--- src/rtl/mem_port_arbiter.sv ---
// mem_port_arbiter: shares one memory port between fetch and data requesters; define MEM_ARB_STARVE_GUARD_EN for the fetch starvation guard
module mem_port_arbiter #(
  parameter int ADDR_W = 32,
  parameter int DATA_W = 32,
  parameter int STARVE_LIMIT = 4
) (
  input  logic                clk,
  input  logic                rst,
  input  logic                if_req,
  input  logic [ADDR_W-1:0]   if_addr,
  output logic [DATA_W-1:0]   if_rdata,
  output logic                if_ack,
  input  logic                d_req,
  input  logic                d_we,
  input  logic [ADDR_W-1:0]   d_addr,
  input  logic [DATA_W-1:0]   d_wdata,
  input  logic [DATA_W/8-1:0] d_wstrb,
  output logic [DATA_W-1:0]   d_rdata,
  output logic                d_ack,
  output logic                stall_if,
  output logic                stall_mem,
  output logic                mem_req,
  output logic                mem_we,
  output logic [ADDR_W-1:0]   mem_addr,
  output logic [DATA_W-1:0]   mem_wdata,
  output logic [DATA_W/8-1:0] mem_wstrb,
  input  logic [DATA_W-1:0]   mem_rdata,
  input  logic                mem_ready
);
  typedef enum logic [1:0] {IDLE, BUSY_IF, BUSY_D} state_t;
  state_t state;
  logic if_pend, d_pend, starved, grant_if, grant_d;
  // a requester whose ack is high this cycle still shows its old req, so it is masked
  assign if_pend = if_req & ~if_ack;
  assign d_pend = d_req & ~d_ack;
  assign stall_if = if_pend;
  assign stall_mem = d_pend;
`ifdef MEM_ARB_STARVE_GUARD_EN
  localparam int CW = $clog2(STARVE_LIMIT + 1);
  logic [CW-1:0] starve_cnt;
  assign starved = if_pend && starve_cnt == CW'(STARVE_LIMIT);
  // count data grants that overtook a waiting fetch
  always_ff @(posedge clk) begin
    if (rst || grant_if || !if_req) starve_cnt <= '0;
    else if (grant_d && if_pend) starve_cnt <= starve_cnt + 1'b1;
  end
`else
  assign starved = 1'b0;
`endif
  // fetch needs a quiet d_req line (stale or not) unless it has been starved
  assign grant_if = state == IDLE && if_pend && (starved || !d_req);
  assign grant_d = state == IDLE && d_pend && !grant_if;
  // sequencer: grant, hold the port stable, complete on mem_ready
  always_ff @(posedge clk) begin
    if (rst) begin
      state <= IDLE;
      mem_req <= 1'b0;
      mem_we <= 1'b0;
      mem_addr <= '0;
      mem_wdata <= '0;
      mem_wstrb <= '0;
      if_ack <= 1'b0;
      d_ack <= 1'b0;
      if_rdata <= '0;
      d_rdata <= '0;
    end else begin
      if_ack <= 1'b0;
      d_ack <= 1'b0;
      if (state == IDLE) begin
        if (grant_d) begin
          state <= BUSY_D;
          mem_req <= 1'b1;
          mem_we <= d_we;
          mem_addr <= d_addr;
          mem_wdata <= d_wdata;
          mem_wstrb <= d_we ? d_wstrb : '0;
        end else if (grant_if) begin
          state <= BUSY_IF;
          mem_req <= 1'b1;
          mem_we <= 1'b0;
          mem_addr <= if_addr;
          mem_wdata <= '0;
          mem_wstrb <= '0;
        end
      end else if (mem_ready) begin
        state <= IDLE;
        mem_req <= 1'b0;
        if (state == BUSY_IF) begin
          if_rdata <= mem_rdata;
          if_ack <= 1'b1;
        end else begin
          d_rdata <= mem_rdata;
          d_ack <= 1'b1;
        end
      end
    end
  end
endmodule

--- config.mk ---
export PLATFORM = sky130hd
export DESIGN_NAME = mem_port_arbiter
export DESIGN_NICKNAME = d
export VERILOG_FILES = /design/src/rtl/mem_port_arbiter.sv
export SDC_FILE = /design/constraint.sdc
export NUM_CORES = 1
export LEC_CHECK = 0
export CAP_MARGIN = 20
export CORE_AREA = 8 8 132 134
export CTS_CLUSTER_SIZE = 10
export DETAILED_ROUTE_END_ITERATION = 10
export DIE_AREA = 0 0 140 142
export PLACE_DENSITY_LB_ADDON = 0.2
export SYNTH_ARGS = -nofsm -noshare
export SYNTH_HDL_FRONTEND = slang
export SYNTH_SLANG_ARGS = --single-unit
--- constraint.sdc ---
create_clock -name clk -period 1.4 [get_ports clk]
set_input_delay 0.42 -clock clk [delete_from_list [all_inputs] [get_ports clk]]
set_output_delay 0.42 -clock clk [all_outputs]
set_load 0.1 [all_outputs]
==> results.toml, run 1 <==
[global_routing]
grt_pass1_vias = 6305
grt_max_degree = 68
antenna_found_initial = 0
grt_pass1_wl_mm = 34.62
grt-ovfl-total = 0
grtUsageTotal = 0.2201

[sta]
setup_violations = 73
fin_skew_ns = 0.01180
fin_crit_sh = 1.176
relSlewSlack = 0.7306
finalSetupTns_ns = -10.69
finalHoldViolCount = 0
max_freq_mhz = 607.3
slew_viol_final = 0
period_minus_slack_ns = 1.647
fin_ws_ns = -0.2465
grt_setup_unrepaired = "yes"
worst_slew_pin_slew_ns = 0.4040

[synthesis]
ys_ff_latch = 138
synth_cells = 619
postSynthNetCount = 757
yosysSeqAreaShare = 0.4958
ys_warn_count = 0
synth_top_cell_by_area = "dfxtp_1"
synth_edf_count = 0
synth_area_leaders = "dfxtp_1 (50%), nand2_1 (9.1%), a21oi_1 (8.8%), a32o_1 (5.7%), mux2i_1 (5.7%)"
yosys.area.top_type_share = 0.4958
syn-cell-area_sq_um = 5572
yosysUniqueCellTypes = 27
syn_avg_cell_area_sq_um = 9.001
synthTopCellsByCount = "dfxtp_1 (138), nand2_1 (135), a21oi_1 (98)"
ys_async_sr_fraction = 0
synth_most_common_cell = "dfxtp_1"
ys.flop_type = "dfxtp_1"

[power]
p_switching_uw = 4907
p_clk_frac = 0.335
ir_drop_mv = 0.8339
internal_power_uw = 9069
power_density_nw_per_um2 = 1209
seqPwrFrac = 0.322
swShare = 0.3511
p_leak_uw = 0.004397
p_comb_frac = 0.343

[finish]
seq_area_sq_um = 2992
nFillCells = 980
layout-drive-gt1-share = 0.4336
fin_area_sq_um = 11560
syn_to_final_growth_pct = 107.5
fin_nets = 1059
multi_input_area_sq_um = 2696
n_antenna_cell = 0

[outcome]
violations = "setup timing"
status = "finished, violations left"

[drt]
drtIter0Drc = 374
drtPass1Iterations = 5
postRouteAntennaNets = 0
num_vias = 6119
finalWirelength_mm = 23.64
drcViolationCount = 0
vias_per_cell = 5.434
wire_per_inst_um = 20.99

[placement]
dp_hpwl_mm = 15.78
portBuffers = 275
place_area_sq_um = 10180
gp_congestion = 0.7742

[clock_network]
clockBufferDepth = 2
htree_levels = 4
cts_root_buf = "clkbuf_16"
numCtsBuffers = 17
clock-sinks = 138
cts_hold_buf = 0
insertion_delay_ns = 0.42
clk_pin_slew_ns = 0.07
cts_tree = "built"

[worst_hold_path]
hold_start = "rst"
min_path_cells = 4
min_to = "mem_addr[11]"
hold_path.class = "input pin to flip-flop"

[setup_path]
required_ns = 0.98
start_kind = "flip-flop"
r2r_cells = 6
cp-end-kind = "output port"
r2r_setup_slack_ns = -0.24
worst_ep_arrival_time_ns = 1.23
path_max_fanout = 3
r2r-end = "mem_addr[30]"
critPathKind = "flip-flop to output port"
r2r_start = "d_ack"

[floorplan]
core_area_sq_um = 15420
die_width_um = 140
die_h_um = 142
io_pins = 276
rows = 46
initial_core_util = 0.3612
die-area_sq_um = 19880

[job]
cap_violations = 0
-- how the worst max path moves through the flow --
stage	to	depth (start not counted)	from	slack, ns
after global placement	mem_addr[0]	5	d_req	-0.60
after floorplan	mem_addr[22]	3	mem_addr[22]	-0.05
final	stall_mem	3	d_ack	-0.25
after CTS	stall_mem	3	d_ack	-0.26
after global routing	mem_addr[30]	6	d_ack	-0.28
after detailed placement	mem_addr[4]	5	d_req	-0.67
-- sequential cells by signal (all words and copies together) (netlist names) --
| register | cells |
|---|---|
| d_ack | 1 |
| d_rdata | 32 |
| if_ack | 1 |
| if_rdata | 32 |
| mem_addr | 32 |
| mem_req | 1 |
| mem_wdata | 32 |
| mem_we | 1 |
| mem_wstrb | 4 |
| state | 2 |
-- timing repair --
item	CTS	global route
setup buffers	19	12
cloned	3	7
pin swaps	7	50
gates resized for setup	132	29
endpoints found under the setup margin	197	152
-- layout by cell type, fill, tap and decap left out, types with 2 or more instances in the layout --
| cell | Yosys | layout |
|---|---|---|
| buf_12 | 0 | 151 |
| nand2_1 | 135 | 134 |
| clkdlybuf4s50_1 | 0 | 134 |
| dfxtp_2 | 0 | 114 |
| a21oi_1 | 98 | 96 |
| buf_4 | 2 | 41 |
| o21bai_1 | 32 | 32 |
| nor2b_1 | 34 | 32 |
| a32o_1 | 32 | 32 |
| mux2i_1 | 32 | 25 |
| dfxtp_4 | 0 | 23 |
| clkbuf_16 | 0 | 22 |
| o311ai_1 | 0 | 21 |
| o311ai_2 | 0 | 8 |
| inv_6 | 0 | 6 |
| mux2i_2 | 0 | 5 |
| inv_1 | 5 | 5 |
| buf_6 | 2 | 5 |
| nor2_1 | 5 | 4 |
| o311ai_0 | 32 | 3 |
| o32ai_1 | 4 | 3 |
| clkinv_4 | 0 | 3 |
| bufinv_16 | 0 | 3 |
| buf_16 | 0 | 3 |
| buf_8 | 0 | 3 |
| nor2b_4 | 0 | 2 |
| mux2i_4 | 0 | 2 |
| a21oi_2 | 0 | 2 |
| clkinv_2 | 0 | 2 |
| dlygate4sd2_1 | 0 | 2 |
-- kinds of logic after synthesis --
| logic type | share of synthesized area |
|---|---|
| flip-flops | 0.4958 |
| buffers and inverters | 0.05210 |
| AND/OR/NAND/NOR | 0.1431 |
| multiplexers | 0.05749 |
| AO/OA/AOI/OAI | 0.2515 |
-- per-stage QoR --
stage	instances	hold slack (ns)	util	total power, uW	worst slack (ns)
2_1_floorplan	619	0.5560	-	7085	-0.05190
3_3_place_gp	1054	0.4790	0.6599	8889	-0.6048
3_5_place_dp	1054	0.4832	0.6599	8964	-0.6698
4_1_cts	1108	0.3665	0.7275	13850	-0.2596
5_1_grt	1126	0.3899	0.7495	14430	-0.2754
6_report	1126	0.3828	0.7495	13980	-0.2465
-- metal layers --
metal	part of all wire	wire length, um	global-route usage	up-vias
li1	-	-	-	2814
met1	0.39	9118	0.2481	2953
met2	0.50	11780	0.3654	299
met3	0.079	1874	0.07246	53
met4	0.037	869	0.1171	0
met5	0	0	0	-
-- critical path, stage by stage, from the launching register on --
cell and delay (ns):
dfxtp_4 0.37, nor2b_4 0.15, buf_12 0.12, buf_12 0.16
-- power by group through the flow --
stage               Sequential, uW  Clock, uW  Combinational (uW)
detailed placement            4580          0                4380
global placement              4570          0                4320
floorplan                     6180          0                 905
global route                  4530       4960                4940
finish                        4510       4680                4790
CTS                           4510       4750                4580
-- area by class of cell --
| class | instances | area share |
|---|---|---|
| multi-input combinational | 414 | 0.2332 |
| sequential | 138 | 0.2588 |
| tap | 192 | 0.02078 |
| timing repair buffer | 344 | 0.4324 |
| inverter | 6 | 0.001948 |
| clock inverter | 15 | 0.01613 |
| clock buffer | 17 | 0.03680 |
(Power assumes the default switching activity.)
==> inputs of run 2 (changes only) <==
--- a/config.mk
+++ b/config.mk
@@ -11,6 +11,7 @@
 export DETAILED_ROUTE_END_ITERATION = 10
 export DIE_AREA = 0 0 140 142
 export PLACE_DENSITY_LB_ADDON = 0.2
+export SLEW_MARGIN = 25
 export SYNTH_ARGS = -nofsm -noshare
 export SYNTH_HDL_FRONTEND = slang
 export SYNTH_SLANG_ARGS = --single-unit
==> results of run 2 <==
The final DEF is identical to that of run 1; final timing and power are the same.
==> inputs of run 3 (changes only) <==
--- a/config.mk
+++ b/config.mk
@@ -11,6 +11,7 @@
 export DETAILED_ROUTE_END_ITERATION = 10
 export DIE_AREA = 0 0 140 142
 export PLACE_DENSITY_LB_ADDON = 0.2
+export RECOVER_POWER = 50
 export SLEW_MARGIN = 25
 export SYNTH_ARGS = -nofsm -noshare
 export SYNTH_HDL_FRONTEND = slang
==> run 3 against run 2 <==
The flow still finishes with violations (setup timing). Sequential cell count unchanged. Wire length shrank 0.13%. Worst hold slack about the same. Non-clock buffer count did not move. Global-route usage is the same. Worst setup slack got worse by 0.00056 ns. Cell area fell by 0.22%. Critical path depth is the same. Power is essentially flat. Via count grew 0.29%. Core utilization is 0.16 points lower. Highest routed layer unchanged.
==> results.toml, run 3 (same netlist as run 1, synthesis figures left out) <==
[outcome]
status = "finished, violations left"
violations = "setup timing"

[clock_network]
numCtsBuffers = 17
insertion_delay_ns = 0.42
cts_root_buf = "clkbuf_16"
cts_hold_buf = 0
clk_pin_slew_ns = 0.07
cts_tree = "built"
clockBufferDepth = 2
clock-sinks = 138
htree_levels = 4

[sta]
holdWs_ns = 0.3824
fin_crit_sh = 1.176
period_minus_slack_ns = 1.647
setup_violations = 85
slew_viol_final = 0
max_freq_mhz = 607.1
finalHoldViolCount = 0
worst_slew_pin_slew_ns = 0.4274
grt_setup_unrepaired = "yes"
finalSetupTns_ns = -11.01
fin_ws_ns = -0.2471
fin_skew_ns = 0.01197
relSlewSlack = 0.7151

[floorplan]
rows = 46
core_area_sq_um = 15420
die-area_sq_um = 19880
initial_core_util = 0.3612
io_pins = 276
die_width_um = 140
die_h_um = 142

[drt]
wire_per_inst_um = 20.96
num_vias = 6137
vias_per_cell = 5.450
postRouteAntennaNets = 0
drtIter0Drc = 375
drtPass1Iterations = 4
finalWirelength_mm = 23.61
drcViolationCount = 0

[placement]
dpl.cell_count = 1054
portBuffers = 275
dp_hpwl_mm = 15.78
gp_congestion = 0.7742
preCtsSetupSlack_ns = -0.6698

[setup_path]
worst_ep_arrival_time_ns = 1.23
start_kind = "flip-flop"
r2r_setup_slack_ns = -0.24
r2r-end = "mem_addr[30]"
critPathKind = "flip-flop to output port"
cp-end-kind = "output port"
r2r_cells = 6
required_ns = 0.98
path_max_fanout = 3
timing.critical_path.from = "d_ack"
r2r_start = "d_ack"

[global_routing]
grtUsageTotal = 0.2201
grt_max_degree = 68
antenna_found_initial = 0
grt-ovfl-total = 0
grt_pass1_vias = 6305
grt_pass1_wl_mm = 34.62

[power]
ir_drop_mv = 0.8338
power_density_nw_per_um2 = 1212
p_leak_uw = 0.004384

[finish]
syn_to_final_growth_pct = 107.1
layout_common_cells = "buf_12 (149), nand2_1 (134), clkdlybuf4s50_1 (134)"
n_antenna_cell = 0
layout.cells.non_filler = 1126
layout-drive-gt1-share = 0.4336
fin_nets = 1059
mostFrequentLayoutCell = "buf_12"

[worst_hold_path]
hold_path.class = "input pin to flip-flop"
min_path_cells = 4
hold_start = "rst"
min_to = "mem_addr[11]"

[job]
cap_violations = 0
run 3: cell types whose count changed in the layout (fill, tap and decap cells not counted):
cell	delta
buf_12	-2
clkbuf_4	+1
buf_4	+1
run 3: final cells by class:
class | count | area [sq um]
well taps | 192 | 240.2
clock inverters | 15 | 186.4
repair buffers | 344 | 4974
flip-flops and latches | 138 | 2992
inverters | 6 | 22.52
fillers | 982 | 3889
clock buffers | 17 | 425.4
multi-input cells | 414 | 2696
run 3: metrics by stage:
step / total power (uW) / utilization / area, sq um
2_1_floorplan: 7085 / - / 5774
6_report: 13980 / 0.7479 / 11540
4_1_cts: 13850 / 0.7275 / 11220
3_3_place_gp: 8889 / 0.6599 / 10180
3_5_place_dp: 8964 / 0.6599 / 10180
5_1_grt: 14420 / 0.7479 / 11540
run 3: worst max-delay path, stage by stage (launching register included):
cell,delay (ns)
dfxtp_4,0.37
nor2b_4,0.15
buf_12,0.12
buf_12,0.16
run 3: power by group:
group	switching, uW	total, uW	internal [uW]
Combinational	2780	4780	2000
Sequential	283	4510	4220
Clock	1850	4690	2840
Total	4910	14000	9060
run 3: what timing repair did:
action,in CTS,in global routing
resized for setup,132,29
buffers inserted,19,12
gates cloned,3,7
endpoints found under the setup margin,197,152
pin swaps,7,50
run 3: how the worst max path moves through the flow:
stage / slack [ns] / end / cells past startpoint
global route: -0.28 / mem_addr[30] / 6
floorplan: -0.05 / mem_addr[22] / 3
detailed placement: -0.67 / mem_addr[4] / 5
CTS: -0.26 / stall_mem / 3
global placement: -0.60 / mem_addr[0] / 5
finish: -0.25 / stall_mem / 3
run 3: per-layer routing:
layer  GRT usage  part of all wire
met4      0.1171             0.036
met1      0.2481              0.39
met2      0.3654              0.50
met5           0                 0
met3     0.07246             0.078
